### config.mk
export PLATFORM = sky130hd
export DESIGN_NAME = sig_scan_engine_flat
export DESIGN_NICKNAME = d
export VERILOG_FILES = /design/src/rtl/sig_scan_engine_pkg.sv /design/src/rtl/sig_scan_engine_if.sv /design/src/rtl/sig_window_cmp.sv /design/src/rtl/sig_scan_engine.sv /design/src/flat_wrapper.sv
export SDC_FILE = /design/constraint.sdc
export NUM_CORES = 1
export LEC_CHECK = 0
export BUFFER_PORTS_ARGS = -buffer_cell sky130_fd_sc_hd__buf_2
export CORE_ASPECT_RATIO = 1.25
export CORE_MARGIN = 1
export CORE_UTILIZATION = 40
export DETAILED_ROUTE_END_ITERATION = 7
export HOLD_SLACK_MARGIN = 0.02
export PLACE_DENSITY = 0.64
export SLEW_MARGIN = 20
export SYNTH_ARGS = -nofsm -noshare
export SYNTH_HDL_FRONTEND = slang
export SYNTH_SLANG_ARGS = --single-unit
### constraint.sdc
create_clock -name clk_cpu -period 8.7 [get_ports clk_cpu]
set_clock_uncertainty 0.15 [all_clocks]
set_input_delay 0.87 -clock clk_cpu [delete_from_list [all_inputs] [get_ports clk_cpu]]
set_output_delay 0.87 -clock clk_cpu [all_outputs]
set_load 0.01 [all_outputs]
### src/rtl/sig_scan_engine_pkg.sv
// Shared definitions for the signature scan engine: parameter defaults,
// stream index width and FSM state encodings.
package sig_scan_engine_pkg;

    // Default maximum signature length in bytes
    localparam int SIG_MAX_DEF = 8;

    // Default width of the per-scan match counter
    localparam int CNT_W_DEF = 16;

    // Width of the running stream byte index (wraps at 2^32)
    localparam int IDX_W = 32;

    // Cycles from the accepting edge of a completing byte to its match pulse
    localparam int MATCH_LATENCY = 1;

    // Scan FSM states
    typedef enum logic [1:0] {
        ST_IDLE = 2'd0,
        ST_SCAN = 2'd1,
        ST_DONE = 2'd2
    } scan_state_e;

endpackage

### src/rtl/sig_scan_engine_if.sv
// Byte-stream handshake between the RAM-side fetch stage (master) and the
// scan engine (slave).
interface sig_scan_engine_if;

    logic       in_valid;
    logic [7:0] in_data;
    logic       in_last;
    logic       in_ready;

    modport master (
        output in_valid,
        output in_data,
        output in_last,
        input  in_ready
    );

    modport slave (
        input  in_valid,
        input  in_data,
        input  in_last,
        output in_ready
    );

endinterface

### src/rtl/sig_window_cmp.sv
// Combinational comparator: window[0] is the newest byte, so the newest len
// bytes match when window[k] == signature[len-1-k] for every k < len.
module sig_window_cmp
    import sig_scan_engine_pkg::*;
#(
    parameter int SIG_MAX = SIG_MAX_DEF
) (
    input  logic [7:0]               window    [SIG_MAX],
    input  logic [7:0]               signature [SIG_MAX],
    input  logic [$clog2(SIG_MAX):0] len,
    output logic                     hit
);

    // A zero or oversized length can never hit; otherwise every paired byte must agree
    always_comb begin
        hit = (len != '0) && (int'(len) <= SIG_MAX);
        for (int k = 0; k < SIG_MAX; k++) begin
            for (int j = 0; j < SIG_MAX; j++) begin
                if ((k + j == int'(len) - 1) && (window[k] != signature[j])) begin
                    hit = 1'b0;
                end
            end
        end
    end

endmodule

### src/rtl/sig_scan_engine.sv
// Signature scan engine: holds a programmable byte signature, scans an
// incoming byte stream and reports every (possibly overlapping) hit.
module sig_scan_engine
    import sig_scan_engine_pkg::*;
#(
    parameter int SIG_MAX = SIG_MAX_DEF,
    parameter int CNT_W   = CNT_W_DEF
) (
    input  logic                       clk_cpu,
    input  logic                       reset,
    input  logic                       cfg_we,
    input  logic [$clog2(SIG_MAX)-1:0] cfg_adrs,
    input  logic [7:0]                 cfg_data,
    input  logic [$clog2(SIG_MAX):0]   cfg_len,
    input  logic                       start,
    sig_scan_engine_if.slave           stream,
    output logic                       busy,
    output logic                       match,
    output logic [IDX_W-1:0]           match_offset,
    output logic [CNT_W-1:0]           match_count,
    output logic                       done
);

    localparam int LEN_W = $clog2(SIG_MAX) + 1;

    scan_state_e      state_q, state_d;
    logic [LEN_W-1:0] len_q, len_d;
    logic [LEN_W-1:0] fill_q, fill_d, fill_inc;
    logic [7:0]       sig_q [SIG_MAX];
    logic [7:0]       sig_d [SIG_MAX];
    logic [7:0]       win_q [SIG_MAX];
    logic [7:0]       win_d [SIG_MAX];
    logic [7:0]       win_shift [SIG_MAX];
    logic [IDX_W-1:0] idx_q, idx_d;
    logic [IDX_W-1:0] match_offset_q, match_offset_d;
    logic [CNT_W-1:0] match_count_q, match_count_d;
    logic             match_q, match_d;
    logic             done_q, done_d;
    logic             accept;
    logic             cmp_hit;
    logic             hit;

    assign stream.in_ready = (state_q == ST_SCAN);
    assign accept          = (state_q == ST_SCAN) && stream.in_valid;

    // Window and fill count as they would look after accepting the current byte
    always_comb begin
        win_shift[0] = stream.in_data;
        for (int k = 1; k < SIG_MAX; k++) begin
            win_shift[k] = win_q[k-1];
        end
        fill_inc = (fill_q == LEN_W'(SIG_MAX)) ? fill_q : fill_q + 1'b1;
    end

    sig_window_cmp #(
        .SIG_MAX (SIG_MAX)
    ) u_cmp (
        .window    (win_shift),
        .signature (sig_q),
        .len       (len_q),
        .hit       (cmp_hit)
    );

    assign hit = accept && cmp_hit && (fill_inc >= len_q);

    // Next-state logic for the FSM, signature store, window and counters
    always_comb begin
        state_d        = state_q;
        len_d          = len_q;
        sig_d          = sig_q;
        win_d          = win_q;
        fill_d         = fill_q;
        idx_d          = idx_q;
        match_offset_d = match_offset_q;
        match_count_d  = match_count_q;
        match_d        = 1'b0;
        done_d         = 1'b0;
        case (state_q)
            ST_IDLE: begin
                if (cfg_we) begin
                    sig_d[cfg_adrs] = cfg_data;
                end
                if (start) begin
                    len_d         = cfg_len;
                    fill_d        = '0;
                    idx_d         = '0;
                    match_count_d = '0;
                    for (int k = 0; k < SIG_MAX; k++) begin
                        win_d[k] = 8'h00;
                    end
                    state_d = ST_SCAN;
                end
            end
            ST_SCAN: begin
                if (accept) begin
                    win_d  = win_shift;
                    fill_d = fill_inc;
                    idx_d  = idx_q + 1'b1;
                    if (hit) begin
                        match_d        = 1'b1;
                        match_offset_d = idx_q - IDX_W'(len_q) + 1'b1;
                        if (match_count_q != '1) begin
                            match_count_d = match_count_q + 1'b1;
                        end
                    end
                    if (stream.in_last) begin
                        done_d  = 1'b1;
                        state_d = ST_DONE;
                    end
                end
            end
            ST_DONE: begin
                state_d = ST_IDLE;
            end
            default: begin
                state_d = ST_IDLE;
            end
        endcase
    end

    // State registers with asynchronous clear of all scan and signature state
    always_ff @(posedge clk_cpu or negedge reset) begin
        if (!reset) begin
            state_q        <= ST_IDLE;
            len_q          <= '0;
            fill_q         <= '0;
            idx_q          <= '0;
            match_offset_q <= '0;
            match_count_q  <= '0;
            match_q        <= 1'b0;
            done_q         <= 1'b0;
            for (int k = 0; k < SIG_MAX; k++) begin
                sig_q[k] <= 8'h00;
                win_q[k] <= 8'h00;
            end
        end else begin
            state_q        <= state_d;
            len_q          <= len_d;
            fill_q         <= fill_d;
            idx_q          <= idx_d;
            match_offset_q <= match_offset_d;
            match_count_q  <= match_count_d;
            match_q        <= match_d;
            done_q         <= done_d;
            sig_q          <= sig_d;
            win_q          <= win_d;
        end
    end

    assign busy         = (state_q != ST_IDLE);
    assign match        = match_q;
    assign match_offset = match_offset_q;
    assign match_count  = match_count_q;
    assign done         = done_q;

endmodule

### src/flat_wrapper.sv
// flat-port wrapper written by rule: the top's interface ports become plain ports
module sig_scan_engine_flat import sig_scan_engine_pkg::*;
#(
    parameter int SIG_MAX = SIG_MAX_DEF,
    parameter int CNT_W   = CNT_W_DEF
)
  (clk_cpu, reset, cfg_we, cfg_adrs, cfg_data, cfg_len, start, busy, match, match_offset, match_count, done, stream_in_valid, stream_in_data, stream_in_last, stream_in_ready);
  sig_scan_engine_if stream_i ();
  input  logic clk_cpu;
  input  logic reset;
  input  logic cfg_we;
  input  logic [$clog2(SIG_MAX)-1:0] cfg_adrs;
  input  logic [7:0] cfg_data;
  input  logic [$clog2(SIG_MAX):0] cfg_len;
  input  logic start;
  output logic busy;
  output logic match;
  output logic [IDX_W-1:0] match_offset;
  output logic [CNT_W-1:0] match_count;
  output logic done;
  input wire logic [$bits(stream_i.in_valid)-1:0] stream_in_valid;
  input wire logic [$bits(stream_i.in_data)-1:0] stream_in_data;
  input wire logic [$bits(stream_i.in_last)-1:0] stream_in_last;
  output wire logic [$bits(stream_i.in_ready)-1:0] stream_in_ready;
  assign stream_i.in_valid = stream_in_valid;
  assign stream_i.in_data = stream_in_data;
  assign stream_i.in_last = stream_in_last;
  assign stream_in_ready = stream_i.in_ready;
  sig_scan_engine #(.SIG_MAX(SIG_MAX), .CNT_W(CNT_W)) u_core (.clk_cpu(clk_cpu), .reset(reset), .cfg_we(cfg_we), .cfg_adrs(cfg_adrs), .cfg_data(cfg_data), .cfg_len(cfg_len), .start(start), .stream(stream_i), .busy(busy), .match(match), .match_offset(match_offset), .match_count(match_count), .done(done));
endmodule
==> flow_summary_export.csv <==
group,metric,value,unit
cts,postCtsSetupRepairBufs,0,
setup_path,required,8.98,ns
final_layout,final_util,0.437,
setup_path,crit_path_max_incr_delay,0.94,ns
final_layout,nFillCells,3957,
setup_path,endpoint_kind,"flip-flop",
synthesis,synth_compound_area_frac,0.0979,
place,gp_congestion,0.988,
cts,postCtsHoldBufs,0,
floorplan,dieHeight,228,microns
floorplan,num_rows,82,
synthesis,synth-async-reset-ratio,1.00,
setup_path,crit_chain,"xnor2_1 > nand4_1 > nor4_1 > nand3_1 > a2111oi_0 > nand4_1 > nor2_4 > inv_2 > o311ai_0",
sta,setup-violations-final,0,
place,numPortBuffers,80,
synthesis,ys.flop_type,"dfrtp_1",
grt,antenna_found_initial,0,
sta,worst_slew_pin_slew,0.976,ns
final_layout,final_layout_size_suffix_gt1_frac,0.133,
synthesis,ys_seq_area_frac,0.324,
detailed_routing,drt-total-wl,61.9,mm
cts,cts_buffers,25,
synthesis,synth_area,16400,sq um
detailed_routing,dr.pass1.iters,4,
cts,ctsResizeCount,0,
cts,clk_pin_slew,0.06,ns
sta,slew_headroom,0.348,
run_status,status,"completed",
cts,cts_max_path_buffers,3,
grt,grt_pass1_wl,90.9,mm
cts,tritoncts,"built",
synthesis,yosys.area_share.adder,0.0532,
cts,htreeDepth,1,
cts,clock_latency,0.57,ns
floorplan,core,40200,sq um
setup_path,crit_fanout,35,
synthesis,syn_nets,1822,
detailed_routing,drt_iter0_drc,1231,
final_layout,nets,1773,
detailed_routing,wl_per_cell,27.6,microns
cts,cts.sinks,212,
floorplan,die_area,41800,sq um
setup_path,crit_path_start_kind,"flip-flop",
detailed_routing,ant_nets,0,
grt,grt_start_max_net_pins,80,
setup_path,cp_slowest_cell,"nor2_4",
synthesis,synth_top_family_by_area,"XOR/XNOR gates",
sta,tns,0,ns
sta,hold_violations,0,
detailed_routing,vias_per_cell,5.89,
pwr,p_per_area,385,nW/um^2
sta,fin_crit_sh,0.555,
synthesis,syn_inst,1724,
sta,max_freq,0.207,GHz
synthesis,yosys_register_bits,212,
detailed_routing,vias,13200,
grt,grt_use_total,0.297,
floorplan,initial_core_util,0.407,
final_layout,syn_to_final_growth,7.39,%
floorplan,io_pins,81,
cts,cts_root_buf,"clkbuf_16",
job,maxCapViolations,0,
place,dp_hpwl,43.3,mm
detailed_routing,drc_errors,0,
synthesis,ys_warn_count,0,
final_layout,stdcell_area,17600,sq um
final_layout,antenna_cells,0,
setup_path,path_class,"flip-flop to flip-flop",
synthesis,synthSimpleGateAreaFrac,0.132,
min_path,hold_path.class,"primary input to asynchronous set/reset pin",
pwr,p_leak,0.00767,uW
synthesis,yosys.area_share.xor_xnor,0.265,
pwr,ir_drop,0.186,mV
synthesis,synth_edf_count,0,
synthesis,synth_area_per_cell,9.50,sq um
setup_path,worstPathArrival,5.11,ns
floorplan,die_x,183,microns
setup_path,crit_path_frequent_cell,"nand4_1",
sta,rsz0062_at_grt,"false",
synthesis,synthDistinctLibCells,71,
sta,finalCriticalPeriod,4.82,ns
grt,grt_pass1_vias,13300,
synthesis,yosys-mux-area-fraction,0.0602,
sta,slew_viol_final,0,
grt,globalRouteOverflowTotal,0,
place,place_area,16700,sq um
worst max-delay path: cells and delay by family (launching register included):
kind                   cells  cell delay, ns
AO/OA/AOI/OAI              2            0.90
AND/OR/NAND/NOR            5            2.32
XOR/XNOR                   1            0.20
flip-flops                 1            0.86
buffers and inverters      1            0.24
flip-flops by register name (all words and copies together) (netlist names):
name and flops:
u_core.sig_q 64, u_core.done 1, u_core.match_offset 32, u_core.match 1, u_core.state_q 2, u_core.len_q 4, u_core.fill_q 4, u_core.match_count 16
u_core.idx_q 32, u_core.win_q 56
worst paths after layout:
path / startpoint / endpoint / slack, ns / depth (start not counted)
min in group clk_cpu: u_core.match_offset[22] / u_core.match_offset[22] / 0.35 / 1
worst min register to register: u_core.match_offset[22] / u_core.match_offset[22] / 0.35 / 1
max in group asynchronous: reset / u_core.state_q[1] / 6.89 / 2
worst min-delay path: reset / u_core.win_q[51] / 0.16 / 1
worst max-delay path: u_core.win_q[16] / u_core.match_offset[25] / 3.88 / 9
worst max register to register: u_core.win_q[16] / u_core.match_offset[25] / 3.88 / 9
final cells by class:
class	instances	area (sq um)	area share
timing repair buffer	88	470	0.0267
multi-input combinational	1290	9990	0.568
tap	546	683	0.0388
clock inverter	18	275	0.0157
inverter	58	218	0.0124
sequential	212	5310	0.302
clock buffer	27	643	0.0366
cells in the mapped netlist (3+ instances only):
master	number	area share
o2111a_1	3	0.0021
nor2_1	80	0.018
nand3_1	29	0.0089
xor2_1	153	0.082
nand4_1	96	0.037
inv_1	57	0.013
o311ai_0	3	0.0016
or3_1	9	0.0034
nor2b_1	11	0.0042
a21oi_1	34	0.010
ha_1	68	0.052
and4_1	5	0.0027
buf_4	15	0.0069
nor3_1	12	0.0037
xnor2_1	343	0.18
a211oi_1	3	0.0014
a21boi_0	3	0.0014
nor4_1	53	0.020
a22o_1	51	0.027
dfrtp_1	212	0.32
buf_2	76	0.023
nand4b_1	3	0.0016
o31a_1	5	0.0027
o22ai_1	3	0.0011
buf_6	15	0.010
o21a_1	6	0.0027
o21ai_0	48	0.015
clkbuf_1	55	0.013
mux2i_1	4	0.0024
o31ai_1	12	0.0055
or4_1	3	0.0014
nand2b_1	3	0.0011
o211ai_1	5	0.0023
nand2_1	78	0.018
o221ai_1	3	0.0016
a21o_1	20	0.0092
mux2_2	84	0.058
and2_1	5	0.0019
and3_1	17	0.0065
per-layer routing:
| layer | GRT usage | vias to the layer above | share of wire | routed length, microns |
|---|---|---|---|---|
| met5 | 0 | - | 0 | 0 |
| met4 | 0.187 | 0 | 0.071 | 4380 |
| met3 | 0.0450 | 218 | 0.061 | 3790 |
| met2 | 0.507 | 571 | 0.48 | 30000 |
| met1 | 0.346 | 6581 | 0.38 | 23700 |
| li1 | - | 5812 | - | - |
stage by stage:
step | total power, uW | cells | worst slack, ns | hold WS [ns]
after global routing | 7080 | 2239 | 3.64 | 0.209
after floorplan | 4430 | 1724 | 5.29 | 0.358
after CTS | 6730 | 2239 | 3.93 | 0.167
final | 6780 | 2239 | 3.88 | 0.161
after detailed placement | 5520 | 2194 | 3.88 | 0.341
after global placement | 5510 | 2194 | 3.88 | 0.336
kinds of logic after synthesis:
logic type | count (synthesis)
xor gates and xnor gates | 496
DFF | 212
muxes | 88
and+or+nand+nor | 412
buffers and inverters | 222
AOI/OAI and AO/OA | 225
adders and majority gates | 69
cell usage in the layout (no fill, tap or decap), types with 34 or more instances in the layout:
| cell | instances |
|---|---|
| xnor2_1 | 343 |
| nor4_1 | 53 |
| buf_2 | 79 |
| o21ai_0 | 48 |
| mux2_2 | 84 |
| xor2_1 | 153 |
| inv_1 | 57 |
| a21oi_1 | 34 |
| a22o_1 | 51 |
| dfrtp_1 | 212 |
| nand4_1 | 96 |
| ha_1 | 68 |
| nor2_1 | 79 |
| nand2_1 | 78 |
where the power goes:
part           leakage [uW]  internal (uW)  switching, uW
Sequential          0.00279           1270           1460
Combinational       0.00444           1510           1350
Clock              0.000453            720            460
(Power assumes the default switching activity.)
